--- src/rtl/alu_pkg.sv ---
// Shared definitions for the ALU sharing arbiter: op codes, legality bound and FSM state type.
package alu_pkg;

    localparam logic [3:0] OP_ADD       = 4'b0000;
    localparam logic [3:0] OP_SUB       = 4'b0001;
    localparam logic [3:0] OP_AND       = 4'b0010;
    localparam logic [3:0] OP_OR        = 4'b0011;
    localparam logic [3:0] OP_SLT       = 4'b0100;
    localparam logic [3:0] OP_LEGAL_MAX = 4'b0100;

    typedef enum logic [1:0] {
        IDLE = 2'd0,
        EXEC = 2'd1,
        RESP = 2'd2
    } state_e;

endpackage

--- src/rtl/alu_share_arbiter_if.sv ---
// Requester-facing bus of the ALU sharing arbiter: two request slots and two response slots.
interface alu_share_arbiter_if #(
    parameter int WIDTH = 32,
    parameter int OPW   = 4
);
    // Handshakes: a transfer on bit i happens at a rising edge where valid[i] && ready[i].
    // A requester holds valid and its payload slice steady until accepted; the arbiter
    // holds resp_valid and the response fields steady until resp_ready of the owner.
    logic [1:0]         req_valid;
    logic [1:0]         req_ready;
    logic [2*WIDTH-1:0] req_a;
    logic [2*WIDTH-1:0] req_b;
    logic [2*OPW-1:0]   req_op;
    logic [1:0]         resp_valid;
    logic [1:0]         resp_ready;
    logic [WIDTH-1:0]   resp_result;
    logic               resp_zero;
    logic               resp_err;

    modport master (
        output req_valid, req_a, req_b, req_op, resp_ready,
        input  req_ready, resp_valid, resp_result, resp_zero, resp_err
    );

    modport slave (
        input  req_valid, req_a, req_b, req_op, resp_ready,
        output req_ready, resp_valid, resp_result, resp_zero, resp_err
    );

endinterface

--- src/rtl/alu_share_arbiter_rr_arb2.sv ---
// Two-way round-robin grant: a lone requester wins; on contention the one not served last wins.
module rr_arb2 (
    input  logic [1:0] req,
    input  logic       last,
    output logic [1:0] gnt,
    output logic       gnt_idx
);

    always_comb begin
        gnt_idx = 1'b0;
        case (req)
            2'b10:   gnt_idx = 1'b1;
            2'b11:   gnt_idx = ~last;
            default: gnt_idx = 1'b0;
        endcase
        gnt = 2'b00;
        if (req != 2'b00) begin
            gnt = gnt_idx ? 2'b10 : 2'b01;
        end
    end

endmodule

--- src/rtl/alu_share_arbiter.sv ---
// Shares one external combinational ALU between two requesters with round-robin arbitration.
// Define ALU_ARB_PERF_EN to add saturating per-requester grant counters with a synchronous clear.
module alu_share_arbiter
    import alu_pkg::*;
#(
    parameter int WIDTH = 32,
    parameter int OPW   = 4
`ifdef ALU_ARB_PERF_EN
    ,
    parameter int CNT_W = 16
`endif
) (
    input  logic               clk,
    input  logic               rst_n,
    alu_share_arbiter_if.slave bus,
    output logic [WIDTH-1:0]   alu_a,
    output logic [WIDTH-1:0]   alu_b,
    output logic [OPW-1:0]     alu_op,
    input  logic [WIDTH-1:0]   alu_result,
    input  logic               alu_zero,
    output logic [1:0]         dbg_state
`ifdef ALU_ARB_PERF_EN
    ,
    input  logic               perf_clr,
    output logic [CNT_W-1:0]   grant_cnt0,
    output logic [CNT_W-1:0]   grant_cnt1
`endif
);

    state_e             state_q, state_d;
    logic               last_q, last_d;
    logic               owner_q, owner_d;
    logic [WIDTH-1:0]   alu_a_q, alu_a_d;
    logic [WIDTH-1:0]   alu_b_q, alu_b_d;
    logic [OPW-1:0]     alu_op_q, alu_op_d;
    logic [WIDTH-1:0]   result_q, result_d;
    logic               zero_q, zero_d;
    logic               err_q, err_d;

    logic [1:0]         gnt;
    logic               gnt_idx;
    logic [1:0]         req_ready_w;
    logic [1:0]         resp_valid_w;
    logic               accept;
    logic [WIDTH-1:0]   sel_a;
    logic [WIDTH-1:0]   sel_b;
    logic [OPW-1:0]     sel_op;
    logic               sel_legal;

    rr_arb2 u_rr_arb2 (
        .req     (bus.req_valid),
        .last    (last_q),
        .gnt     (gnt),
        .gnt_idx (gnt_idx)
    );

    // Grants are only offered in IDLE, so a response and a new accept never share a cycle.
    assign req_ready_w = (state_q == IDLE) ? gnt : 2'b00;
    assign accept      = |(bus.req_valid & req_ready_w);

    assign sel_a     = gnt_idx ? bus.req_a[2*WIDTH-1:WIDTH] : bus.req_a[WIDTH-1:0];
    assign sel_b     = gnt_idx ? bus.req_b[2*WIDTH-1:WIDTH] : bus.req_b[WIDTH-1:0];
    assign sel_op    = gnt_idx ? bus.req_op[2*OPW-1:OPW]    : bus.req_op[OPW-1:0];
    assign sel_legal = (sel_op <= OPW'(OP_LEGAL_MAX));

    always_comb begin
        state_d      = state_q;
        last_d       = last_q;
        owner_d      = owner_q;
        alu_a_d      = alu_a_q;
        alu_b_d      = alu_b_q;
        alu_op_d     = alu_op_q;
        result_d     = result_q;
        zero_d       = zero_q;
        err_d        = err_q;
        resp_valid_w = 2'b00;
        case (state_q)
            IDLE: begin
                if (accept) begin
                    alu_a_d  = sel_a;
                    alu_b_d  = sel_b;
                    alu_op_d = sel_op;
                    owner_d  = gnt_idx;
                    if (sel_legal) begin
                        state_d = EXEC;
                    end else begin
                        // Illegal op never reaches the ALU result path; answer with an error.
                        state_d  = RESP;
                        result_d = '0;
                        zero_d   = 1'b0;
                        err_d    = 1'b1;
                    end
                end
            end
            EXEC: begin
                result_d = alu_result;
                zero_d   = alu_zero;
                err_d    = 1'b0;
                state_d  = RESP;
            end
            RESP: begin
                resp_valid_w = owner_q ? 2'b10 : 2'b01;
                if (bus.resp_ready[owner_q]) begin
                    last_d  = owner_q;
                    state_d = IDLE;
                end
            end
            default: state_d = IDLE;
        endcase
    end

    always_ff @(posedge clk or negedge rst_n) begin
        if (!rst_n) begin
            state_q  <= IDLE;
            last_q   <= 1'b1;
            owner_q  <= 1'b0;
            alu_a_q  <= '0;
            alu_b_q  <= '0;
            alu_op_q <= OPW'(OP_ADD);
            result_q <= '0;
            zero_q   <= 1'b0;
            err_q    <= 1'b0;
        end else begin
            state_q  <= state_d;
            last_q   <= last_d;
            owner_q  <= owner_d;
            alu_a_q  <= alu_a_d;
            alu_b_q  <= alu_b_d;
            alu_op_q <= alu_op_d;
            result_q <= result_d;
            zero_q   <= zero_d;
            err_q    <= err_d;
        end
    end

    assign bus.req_ready   = req_ready_w;
    assign bus.resp_valid  = resp_valid_w;
    assign bus.resp_result = result_q;
    assign bus.resp_zero   = zero_q;
    assign bus.resp_err    = err_q;
    assign alu_a           = alu_a_q;
    assign alu_b           = alu_b_q;
    assign alu_op          = alu_op_q;
    assign dbg_state       = state_q;

`ifdef ALU_ARB_PERF_EN
    logic [CNT_W-1:0] cnt0_q, cnt0_d;
    logic [CNT_W-1:0] cnt1_q, cnt1_d;

    // Clear has priority over a coincident accept; counters stick at all-ones.
    always_comb begin
        cnt0_d = cnt0_q;
        cnt1_d = cnt1_q;
        if (perf_clr) begin
            cnt0_d = '0;
            cnt1_d = '0;
        end else if (accept) begin
            if (!gnt_idx && !(&cnt0_q)) cnt0_d = cnt0_q + CNT_W'(1);
            if (gnt_idx && !(&cnt1_q))  cnt1_d = cnt1_q + CNT_W'(1);
        end
    end

    always_ff @(posedge clk or negedge rst_n) begin
        if (!rst_n) begin
            cnt0_q <= '0;
            cnt1_q <= '0;
        end else begin
            cnt0_q <= cnt0_d;
            cnt1_q <= cnt1_d;
        end
    end

    assign grant_cnt0 = cnt0_q;
    assign grant_cnt1 = cnt1_q;
`endif

endmodule

--- src/flat_wrapper.sv ---
// flat-port wrapper written by rule: the top's interface ports become plain ports
module alu_share_arbiter_flat import alu_pkg::*;
#(
    parameter int WIDTH = 32,
    parameter int OPW   = 4

)
  (clk, rst_n, alu_a, alu_b, alu_op, alu_result, alu_zero, dbg_state, bus_req_valid, bus_req_a, bus_req_b, bus_req_op, bus_resp_ready, bus_req_ready, bus_resp_valid, bus_resp_result, bus_resp_zero, bus_resp_err);
  alu_share_arbiter_if #(.WIDTH(WIDTH), .OPW(OPW)) bus_i ();
  input  logic clk;
  input  logic rst_n;
  output logic [WIDTH-1:0] alu_a;
  output logic [WIDTH-1:0] alu_b;
  output logic [OPW-1:0] alu_op;
  input  logic [WIDTH-1:0] alu_result;
  input  logic alu_zero;
  output logic [1:0] dbg_state;
  input wire logic [$bits(bus_i.req_valid)-1:0] bus_req_valid;
  input wire logic [$bits(bus_i.req_a)-1:0] bus_req_a;
  input wire logic [$bits(bus_i.req_b)-1:0] bus_req_b;
  input wire logic [$bits(bus_i.req_op)-1:0] bus_req_op;
  input wire logic [$bits(bus_i.resp_ready)-1:0] bus_resp_ready;
  output wire logic [$bits(bus_i.req_ready)-1:0] bus_req_ready;
  output wire logic [$bits(bus_i.resp_valid)-1:0] bus_resp_valid;
  output wire logic [$bits(bus_i.resp_result)-1:0] bus_resp_result;
  output wire logic [$bits(bus_i.resp_zero)-1:0] bus_resp_zero;
  output wire logic [$bits(bus_i.resp_err)-1:0] bus_resp_err;
  assign bus_i.req_valid = bus_req_valid;
  assign bus_i.req_a = bus_req_a;
  assign bus_i.req_b = bus_req_b;
  assign bus_i.req_op = bus_req_op;
  assign bus_i.resp_ready = bus_resp_ready;
  assign bus_req_ready = bus_i.req_ready;
  assign bus_resp_valid = bus_i.resp_valid;
  assign bus_resp_result = bus_i.resp_result;
  assign bus_resp_zero = bus_i.resp_zero;
  assign bus_resp_err = bus_i.resp_err;
  alu_share_arbiter #(.WIDTH(WIDTH), .OPW(OPW)) u_core (.clk(clk), .rst_n(rst_n), .bus(bus_i), .alu_a(alu_a), .alu_b(alu_b), .alu_op(alu_op), .alu_result(alu_result), .alu_zero(alu_zero), .dbg_state(dbg_state));
endmodule
--- config.mk ---
export PLATFORM = sky130hd
export DESIGN_NAME = alu_share_arbiter_flat
export DESIGN_NICKNAME = d
export VERILOG_FILES = /design/src/rtl/alu_pkg.sv /design/src/rtl/alu_share_arbiter_if.sv /design/src/rtl/alu_share_arbiter_rr_arb2.sv /design/src/rtl/alu_share_arbiter.sv /design/src/flat_wrapper.sv
export SDC_FILE = /design/constraint.sdc
export NUM_CORES = 1
export LEC_CHECK = 0
export ABC_AREA = 1
export CORE_ASPECT_RATIO = 0.7
export CORE_MARGIN = 8
export CORE_UTILIZATION = 30
export DETAILED_ROUTE_END_ITERATION = 8
export PLACE_DENSITY = 0.67
export RECOVER_POWER = 25
export SYNTH_ARGS = -nofsm -noshare
export SYNTH_HDL_FRONTEND = slang
export SYNTH_HIERARCHICAL = 1
export SYNTH_SLANG_ARGS = --single-unit
--- constraint.sdc ---
create_clock -name clk -period 2.06 [get_ports clk]
set_input_delay 0.309 -clock clk [delete_from_list [all_inputs] [get_ports clk]]
set_output_delay 0.309 -clock clk [all_outputs]
set_load 0.02 [all_outputs]
# Yosys cells after proc, flatten, opt, wreduce, memory -nomap -nowiden
# Cells that the tools add are included.
# W data, S select, Z words.
dict set report word_totals {
  latchBits 0
  out_inout_bits 108
  mem_bits_rw 0
  mem_count 0
  in_bits 175
  wordCells 52
  romBits 0
  register_bits 106
}
dict set report op_classes {
  n_eq_ne 7
  n_addsub 0
  shifts 0
  magnitude_cmp 2
  div 0
  n_bitwise 2
  n_reduce_logical 8
  muxes 24
  n_mul 0
}
# op n
set op_table {}
lappend op_table {{$mux W32} 4}
lappend op_table {{$pmux W32 S2} 1}
lappend op_table {{$mux W2} 8}
lappend op_table {{$eq A2 B2 Y1 const B} 3}
lappend op_table {{$mux W1} 6}
lappend op_table {{$pmux W1 S2} 3}
lappend op_table {{$pmux W2 S3} 1}
lappend op_table {{$reduce_and A2 Y1} 3}
lappend op_table {{$le A4 B3 Y1 const B} 1}
lappend op_table {{$mux W4} 1}
lappend op_table {{$ne A2 B1 Y1 const B} 2}
lappend op_table {{$reduce_bool A2 Y1} 2}
lappend op_table {{$reduce_and A3 Y1} 1}
lappend op_table {{$and A2 B2 Y2} 1}
lappend op_table {{$eq A2 B1 Y1 const B} 1}
lappend op_table {{$logic_not A2 Y1} 1}
lappend op_table {{$lt A1 B2 Y1 const B} 1}
lappend op_table {{$ne A2 B2 Y1 const B} 1}
lappend op_table {{$reduce_or A2 Y1} 1}
lappend op_table {{$not A1 Y1} 1}

# Depth between registers and ports, before layout
# Gate-level depths: netlist of run 1.
dict set report depth {
  ltp_word 9
  ltp_mapped 12
  ltp_nobuf 11
}

# Hierarchy
# Netlist of run 1, hierarchy kept.
# module n_inst area_each_um2 cells_each seq_area_each_um2
set by_module_without_submodules {}
lappend by_module_without_submodules {alu_share_arbiter 1 4590.7 558 2653.8}
lappend by_module_without_submodules {rr_arb2 1 25.0 6 0.0}

# Worst setup path before layout of run 1
# OpenSTA, ideal clock, no wires.
dict set report synth_timing {
  path_kind {register -> register}
  from {reg u_core.last_q}
  to {reg u_core.result_q[10] (netlist: u_core/bus.resp_result[10])}
  setup_time_ns 0.117
  arrival_time_ns 1.442
  slack_ns 0.501
  period_less_slack_ns 1.559
  path_buffers 1
  stages_incl_launch_ff 12
  path_cell_list {dfstp_2 > a21oi_1 > inv_2 > nand2_1 > nand2_1 > nand2_1 > nand2_1 > nand2_2 > nand3_4 > buf_6 > nand2_1 > nand2_1}
}
dict set report synth_between {
  elab_chain_cells 9
  elab_cells_between_ends 12
}
# element line_no
set synth_rtl {}
lappend synth_rtl {{start, declared} alu_share_arbiter.sv:31} ;# logic last_q, last_d;
lappend synth_rtl {{start signal, assigned} alu_share_arbiter.sv:125} ;# last_q <= last_d;
lappend synth_rtl {{$not A1 Y1 (*)} alu_share_arbiter_rr_arb2.sv:13} ;# 2'b11: gnt_idx = ~last;
lappend synth_rtl {{$pmux W1 S2 (*)} alu_share_arbiter_rr_arb2.sv:11} ;# case (req)
lappend synth_rtl {{named net u_core.gnt_idx} alu_share_arbiter.sv:41} ;# logic gnt_idx;
lappend synth_rtl {{$mux W2} alu_share_arbiter_rr_arb2.sv:18} ;# gnt = gnt_idx ? 2'b10 : 2'b01;
lappend synth_rtl {{$mux W2} alu_share_arbiter_rr_arb2.sv:17} ;# if (req != 2'b00) begin
lappend synth_rtl {{$mux W2} alu_share_arbiter.sv:58} ;# assign req_ready_w = (state_q == IDLE) ? gnt : 2'b00;
lappend synth_rtl {{$and A2 B2 Y2} alu_share_arbiter.sv:59} ;# assign accept = |(bus.req_valid & req_ready_w);
lappend synth_rtl {{$reduce_or A2 Y1} alu_share_arbiter.sv:59}
lappend synth_rtl {{$ne A2 B1 Y1 (no line)} n/a}
lappend synth_rtl {{$reduce_and A3 Y1 (no line) (*)} n/a}
lappend synth_rtl {{end signal, assigned} alu_share_arbiter.sv:130} ;# result_q <= result_d;
lappend synth_rtl {{end, declared} alu_share_arbiter.sv:36} ;# logic [WIDTH-1:0] result_q, result_d;
# Mark *: on every way through the listed nets, which the timed path passes. The rest lies on a longest branch.
# A chain may end at the register's enable or synchronous reset.

# Worst setup path after layout of run 1
dict set report layout_timing {
  from {in bus_req_valid[0]}
  to {out bus_req_ready[0]}
}
dict set report layout_between {
  elab_chain_cells 5
  elab_cells_between_ends 7
}
# element line_no
set layout_rtl {}
lappend layout_rtl {{start, declared} flat_wrapper.sv:18} ;# input wire logic [$bits(bus_i.req_valid)-1:0] bus_req_valid;
lappend layout_rtl {{$eq A2 B2 Y1} alu_share_arbiter_rr_arb2.sv:11}
lappend layout_rtl {{$pmux W1 S2} alu_share_arbiter_rr_arb2.sv:11}
lappend layout_rtl {{$mux W2} alu_share_arbiter_rr_arb2.sv:18}
lappend layout_rtl {{$mux W2 (*)} alu_share_arbiter_rr_arb2.sv:17}
lappend layout_rtl {{named net u_core.gnt[0]} alu_share_arbiter.sv:40} ;# logic [1:0] gnt;
lappend layout_rtl {{$mux W2 (*)} alu_share_arbiter.sv:58}
lappend layout_rtl {{end, declared} flat_wrapper.sv:23} ;# output wire logic [$bits(bus_i.req_ready)-1:0] bus_req_ready;
# Marked as above.

==> flow_summary.toml, run 1 <==
[detailed_routing]
avgViaCountPerCell = 4.54
wl_per_cell_um = 16.3
drc_errors = 0
first_pass_iters = 5
ant_nets = 0
vias = 4780
drtIter0Drc = 235
drt-total-wl_um = 17200

[sta]
hold_viol_final = 0
fmax_mhz = 525
relSlewSlack_pct = 49.9
finalSetupViolations = 0
period_needed_ps = 1900
setup-tns-final_ps = 0
grt_setup_unrepaired = "no"
worst_slack_ps = 155
clock-skew-final_ps = 7.72
fin_hold_ws_ps = 470
timing.final.crit_share_pct = 92.5
slew_viol_final = 0
tightest_slew_ps = 752

[cts]
htreeDepth = 3
clock-sinks = 106
numCtsBuffers = 9
cts_root_buf = "clkbuf_16"
clk_latency_ps = 340
clockBufferDepth = 2
cts_tree = "yes"
clkTransAtPathRegs_ps = 70

[grt]
track_usage_pct = 16.9
grt_max_degree = 52
grt_pass1_wl_um = 26200
overflow = 0
antenna_found_initial = 0
grt_pass1_vias = 4739

[finish]
n_antenna_cell = 0
final_cell_mix = "clkdlybuf4s50_1 (277), nand2_1 (255), dfrtp_1 (105), nor2_1 (72), a31oi_1 (66)"
drive_gt1_share_pct = 5.51
final_nets = 1023
final_common_cell = "clkdlybuf4s50_1"
layout.cells.non_filler = 1053
syn2layout_area_growth_pct = 74.2

[critical_path]
setup.worst_path.start_class = "primary input"
reg2reg_setup_slack_ps = 340
ff2ff_path_depth = 12
crit_path_max_fanout = 5
worstSetupEndpointType = "output pin"
crit_type = "in -> out"
cp.required_ps = 1750
rr_startpoint = "u_core/last_q$_DFFE_PN1P_"
arrival_ps = 1600
r2r-end = "u_core/bus.resp_result[3]$_DFFE_PN0P_"

[synth]
syn_inst = 564
synth_area_um2 = 4620
synth-seq-cells = 106
synthDistinctLibCells = 17
synth_warnings = 6
syn-num-nets = 739
ys_seq_area_share_pct = 57.5
syn_area_per_cell_um2 = 8.18

[run]
drv_cap = 0

[power_and_ir_drop]
power_frac_comb_pct = 53.5
seqPwrFrac_pct = 32.2
switchingPower_uw = 4680
p_leak_uw = 0.00359
clock_power_share_pct = 14.4
p_int_uw = 6830
cellPowerDensity_nw_per_um2 = 1430
switching_share_pct = 40.7
vdd_drop_max_mv = 0.743

[worst_hold_path]
hold_path_end = "u_core/bus.resp_result[2]$_DFFE_PN0P_"
min-delay-start = "u_core/bus.resp_result[2]$_DFFE_PN0P_"
hold_path_depth = 2
min_path_type = "reg -> reg"

[placed_design]
port_buffers = 282
gp_congestion = 0.779
pre_cts_ws_ps = -168
dp.final_hpwl_um = 13300
dp_cells = 1036

[floorplan]
row_count = 38
die_x_um = 164
die-area_um2 = 19700
boundaryPins = 283
core_area_um2 = 15300
start_util_pct = 30.2
die_h_um = 120

[outcome]
status = "completed"
[area by class of cell]
class / count / area (um^2)
clock buffers: 11 / 243
flip-flops and latches: 106 / 2650
clock inverters: 5 / 37.5
well taps: 200 / 250
inverters: 15 / 56.3
multi-input cells: 409 / 1750
fillers: 1462 / 7220
repair buffers: 307 / 3050
[synth_stat cells, drive strengths merged]
cell type	instances	area share [%]
nand2	257	21
inv	15	1.2
a31oi	66	8.9
o21ai	6	0.65
nor2	74	6.1
clkbuf	12	0.98
buf	22	2.7
a21oi	2	0.22
nand3	4	0.70
dfstp	1	0.57
dfrtp	105	57
[worst max path at each step]
stage / start / endpoint / slack, ps / cells past startpoint
5_1_grt: rst_n / u_core/alu_op[2]$_DFFE_PN0P_ / 10 / 3
4_1_cts: u_core/last_q$_DFFE_PN1P_ / bus_req_ready[0] / 110 / 5
2_1_floorplan: u_core/last_q$_DFFE_PN1P_ / u_core/bus.resp_result[10]$_DFFE_PN0P_ / 500 / 11
6_report: bus_req_valid[0] / bus_req_ready[0] / 160 / 6
3_5_place_dp: bus_req_valid[0] / bus_req_ready[0] / -170 / 6
3_3_place_gp: bus_req_valid[0] / bus_req_ready[0] / -160 / 6
[layer usage]
metal	up-vias	global-route usage (%)	wire length (um)	part of all wire [%]
met1	2198	19.9	7040	41
li1	2367	-	-	-
met3	15	7.56	1960	11
met2	200	27.9	8010	47
met4	0	3.57	181	1.1
met5	-	0	0	0
[critical path, cell delays in order]
cell and delay (ps):
clkdlybuf4s50_1 560, nand2_1 70, nand2_1 80, inv_1 40, nor2_1 170, dlygate4sd2_1 360
[logic make-up after synthesis]
kind of cell,count (synthesis),share of synthesized area (%)
simple gates,335,27.8
flops,106,57.5
compound gates,74,9.81
buf+inv,49,4.91
[metrics by stage]
step	power (uW)	utilization (%)	cell area [um^2]
final	11500	52.7	8040
after global routing	12300	52.7	8040
after global placement	9920	51.0	7780
after floorplan	6730	-	4620
after detailed placement	10000	51.0	7780
after CTS	11700	52.8	8060
[sequential cells by signal, summed over array words and instances, names as in the netlist]
name                    count
u_core/alu_op               4
u_core/alu_a               32
u_core/owner_q              1
u_core/alu_b               32
u_core/bus.resp_result     32
u_core/dbg_state            2
u_core/last_q               1
u_core/bus.resp_err         1
u_core/bus.resp_zero        1
[power groups by stage]
stage               Combinational [uW]  Clock, uW  Sequential (uW)
floorplan                         1800          0             4930
global placement                  6210          0             3710
detailed placement                6270          0             3740
CTS                               6260       1730             3710
global route                      6650       1790             3830
finish                            6150       1650             3700
[repair_timing]
item                                    in CTS  in global routing
resized for setup                            4                  0
hold buffers                                 1                  0
setup buffers                                0                  0
endpoints found under the hold margin       21                  0
endpoints found under the setup margin       4                  0
Power figures use the tool's default switching activity.
==> inputs of run 2 (changes only) <==
--- a/config.mk
+++ b/config.mk
@@ -10,7 +10,7 @@
 export CORE_MARGIN = 8
 export CORE_UTILIZATION = 30
 export DETAILED_ROUTE_END_ITERATION = 8
-export PLACE_DENSITY = 0.67
+export DONT_BUFFER_PORTS = 1
 export RECOVER_POWER = 25
 export SYNTH_ARGS = -nofsm -noshare
 export SYNTH_HDL_FRONTEND = slang
==> run 2 against run 1 <==
The flow now finishes with violations (hold timing); worst setup slack improved by 32 ps; sequential cell count did not move; via count fell by 23%; clock skew barely moved; worst hold slack got worse by 810 ps; global-route usage fell by 3.5 points; highest routed layer is now met5; final cell count fell by 28%; first-iteration DRC count rose by 23%; critical endpoint is now bus_resp_valid[0].
==> flow_summary.toml, run 2 (synthesized netlist as in run 1, its figures left out) <==
[worst_hold_path]
min_path_type = "in -> async"

[detailed_routing]
drt-total-wl_um = 13600
wl_per_cell_um = 17.9
ant_nets = 0
vias = 3697
drc_errors = 0
avgViaCountPerCell = 4.88
first_pass_iters = 4
drtIter0Drc = 290

[cts]
numCtsBuffers = 9
cts_tree = "yes"
htreeDepth = 3
clockBufferDepth = 2
clk_latency_ps = 340
clkTransAtPathRegs_ps = 70
cts_root_buf = "clkbuf_16"
clock-sinks = 106
cts_setup_buffers = 0

[critical_path]
arrival_ps = 1560
crit_type = "reg -> out"
endpoint = "bus_resp_valid[0]"
critical_path.cell_chain = "inv_1 -> nor2_1 -> inv_1 -> nor2_2"
r2r-end = "u_core/bus.resp_result[13]$_DFFE_PN0P_"
worstSetupEndpointType = "output pin"
cp.required_ps = 1750
crit_path_max_fanout = 4
crit_top_cell = "inv_1"
ff2ff_path_depth = 10
setup.worst_path.start_class = "register"
crit_cells = 4
worst-path-buf-inv = 2
cp-startpoint = "u_core/dbg_state[1]$_DFFE_PN0P_"
path_delay_family = "flip-flops"
rr_startpoint = "u_core/last_q$_DFFE_PN1P_"
slowest_delay_ps = 540
cp_slowest_cell = "dfrtp_1"
reg2reg_setup_slack_ps = 230

[power_and_ir_drop]
vdd_drop_max_mv = 0.497
p_leak_uw = 0.00242
cellPowerDensity_nw_per_um2 = 1760
finalPower_uw = 9020

[floorplan]
start_util_pct = 30.2
die_h_um = 120
die_x_um = 164
boundaryPins = 283
core_area_um2 = 15300
die-area_um2 = 19700
row_count = 38

[grt]
antenna_found_initial = 1
grt_max_degree = 107
track_usage_pct = 13.4
grt_pass1_wl_um = 20900
grt_pass1_vias = 3915
overflow = 0

[finish]
final_common_cell = "nand2_1"
drive_gt1_share_pct = 6.10
final_nets = 727
final_cell_mix = "nand2_1 (255), dfrtp_1 (105), nor2_1 (71), a31oi_1 (66), inv_1 (14)"
n_antenna_cell = 0
syn2layout_area_growth_pct = 10.7

[sta]
hold_viol_final = 106
clock-skew-final_ps = 7.89
grt_setup_unrepaired = "no"
finalSetupViolations = 0
relSlewSlack_pct = 68.5
setup-tns-final_ps = 0
fmax_mhz = 534
tightest_slew_ps = 473
fin_hold_ws_ps = -339
period_needed_ps = 1870
slew_viol_final = 0
timing.final.crit_share_pct = 90.9

[placed_design]
port_buffers = 0
gp_congestion = 0.756
dp.final_hpwl_um = 10700

[outcome]
violations = "hold timing"
status = "complete, but fails checks"

[run]
drv_cap = 0
-- run 2: power by group --
part / internal, uW / leakage [uW] / switching, uW / total [uW]
registers: 3110 / 0.00126 / 2090 / 5200
logic: 775 / 0.00101 / 1340 / 2110
clock network: 977 / 0.000143 / 731 / 1710
total: 4860 / 0.00242 / 4150 / 9020
-- run 2: worst min-delay path by stage --
stage	depth (start not counted)	start	slack, ps	to
4_1_cts	0	rst_n	-360	u_core/alu_b[21]$_DFFE_PN0P_
3_3_place_gp	0	rst_n	20	u_core/alu_b[11]$_DFFE_PN0P_
5_1_grt	0	rst_n	-370	u_core/alu_a[11]$_DFFE_PN0P_
2_1_floorplan	0	rst_n	10	u_core/alu_a[0]$_DFFE_PN0P_
3_5_place_dp	0	rst_n	20	u_core/alu_b[14]$_DFFE_PN0P_
6_report	0	rst_n	-340	u_core/alu_b[21]$_DFFE_PN0P_
-- run 2: what timing repair did --
item,in CTS,in global routing
endpoints found under the setup margin,0,1
hold endpoints to repair,106,106
gates resized for setup,0,1
-- run 2: layer usage --
metal	global-route usage (%)	vias up	share of wire [%]
met3	6.36	12	13
met4	3.91	2	1.4
met5	0	-	0.096
li1	-	1773	-
met1	13.4	1741	35
met2	24.4	169	51
-- run 2: final cells by class --
type / instances / area [um^2]
clock buffer: 12 / 246
inverter: 15 / 56.3
timing repair buffer: 11 / 95.1
multi-input combinational: 409 / 1760
clock inverter: 4 / 51.3
sequential: 106 / 2650
tap: 200 / 250
fill: 1605 / 10200
-- run 2: metrics by stage --
| stage | instance area [um^2] | utilization, % | setup WS (ps) | cells |
|---|---|---|---|---|
| 5_1_grt | 5110 | 33.5 | 1.02 | 757 |
| 6_report | 5110 | 33.5 | 188 | 757 |
| 3_5_place_dp | 4810 | 31.5 | 192 | 741 |
| 3_3_place_gp | 4810 | 31.5 | 294 | 741 |
| 4_1_cts | 5110 | 33.5 | 44.6 | 757 |
| 2_1_floorplan | 4620 | - | 501 | 564 |
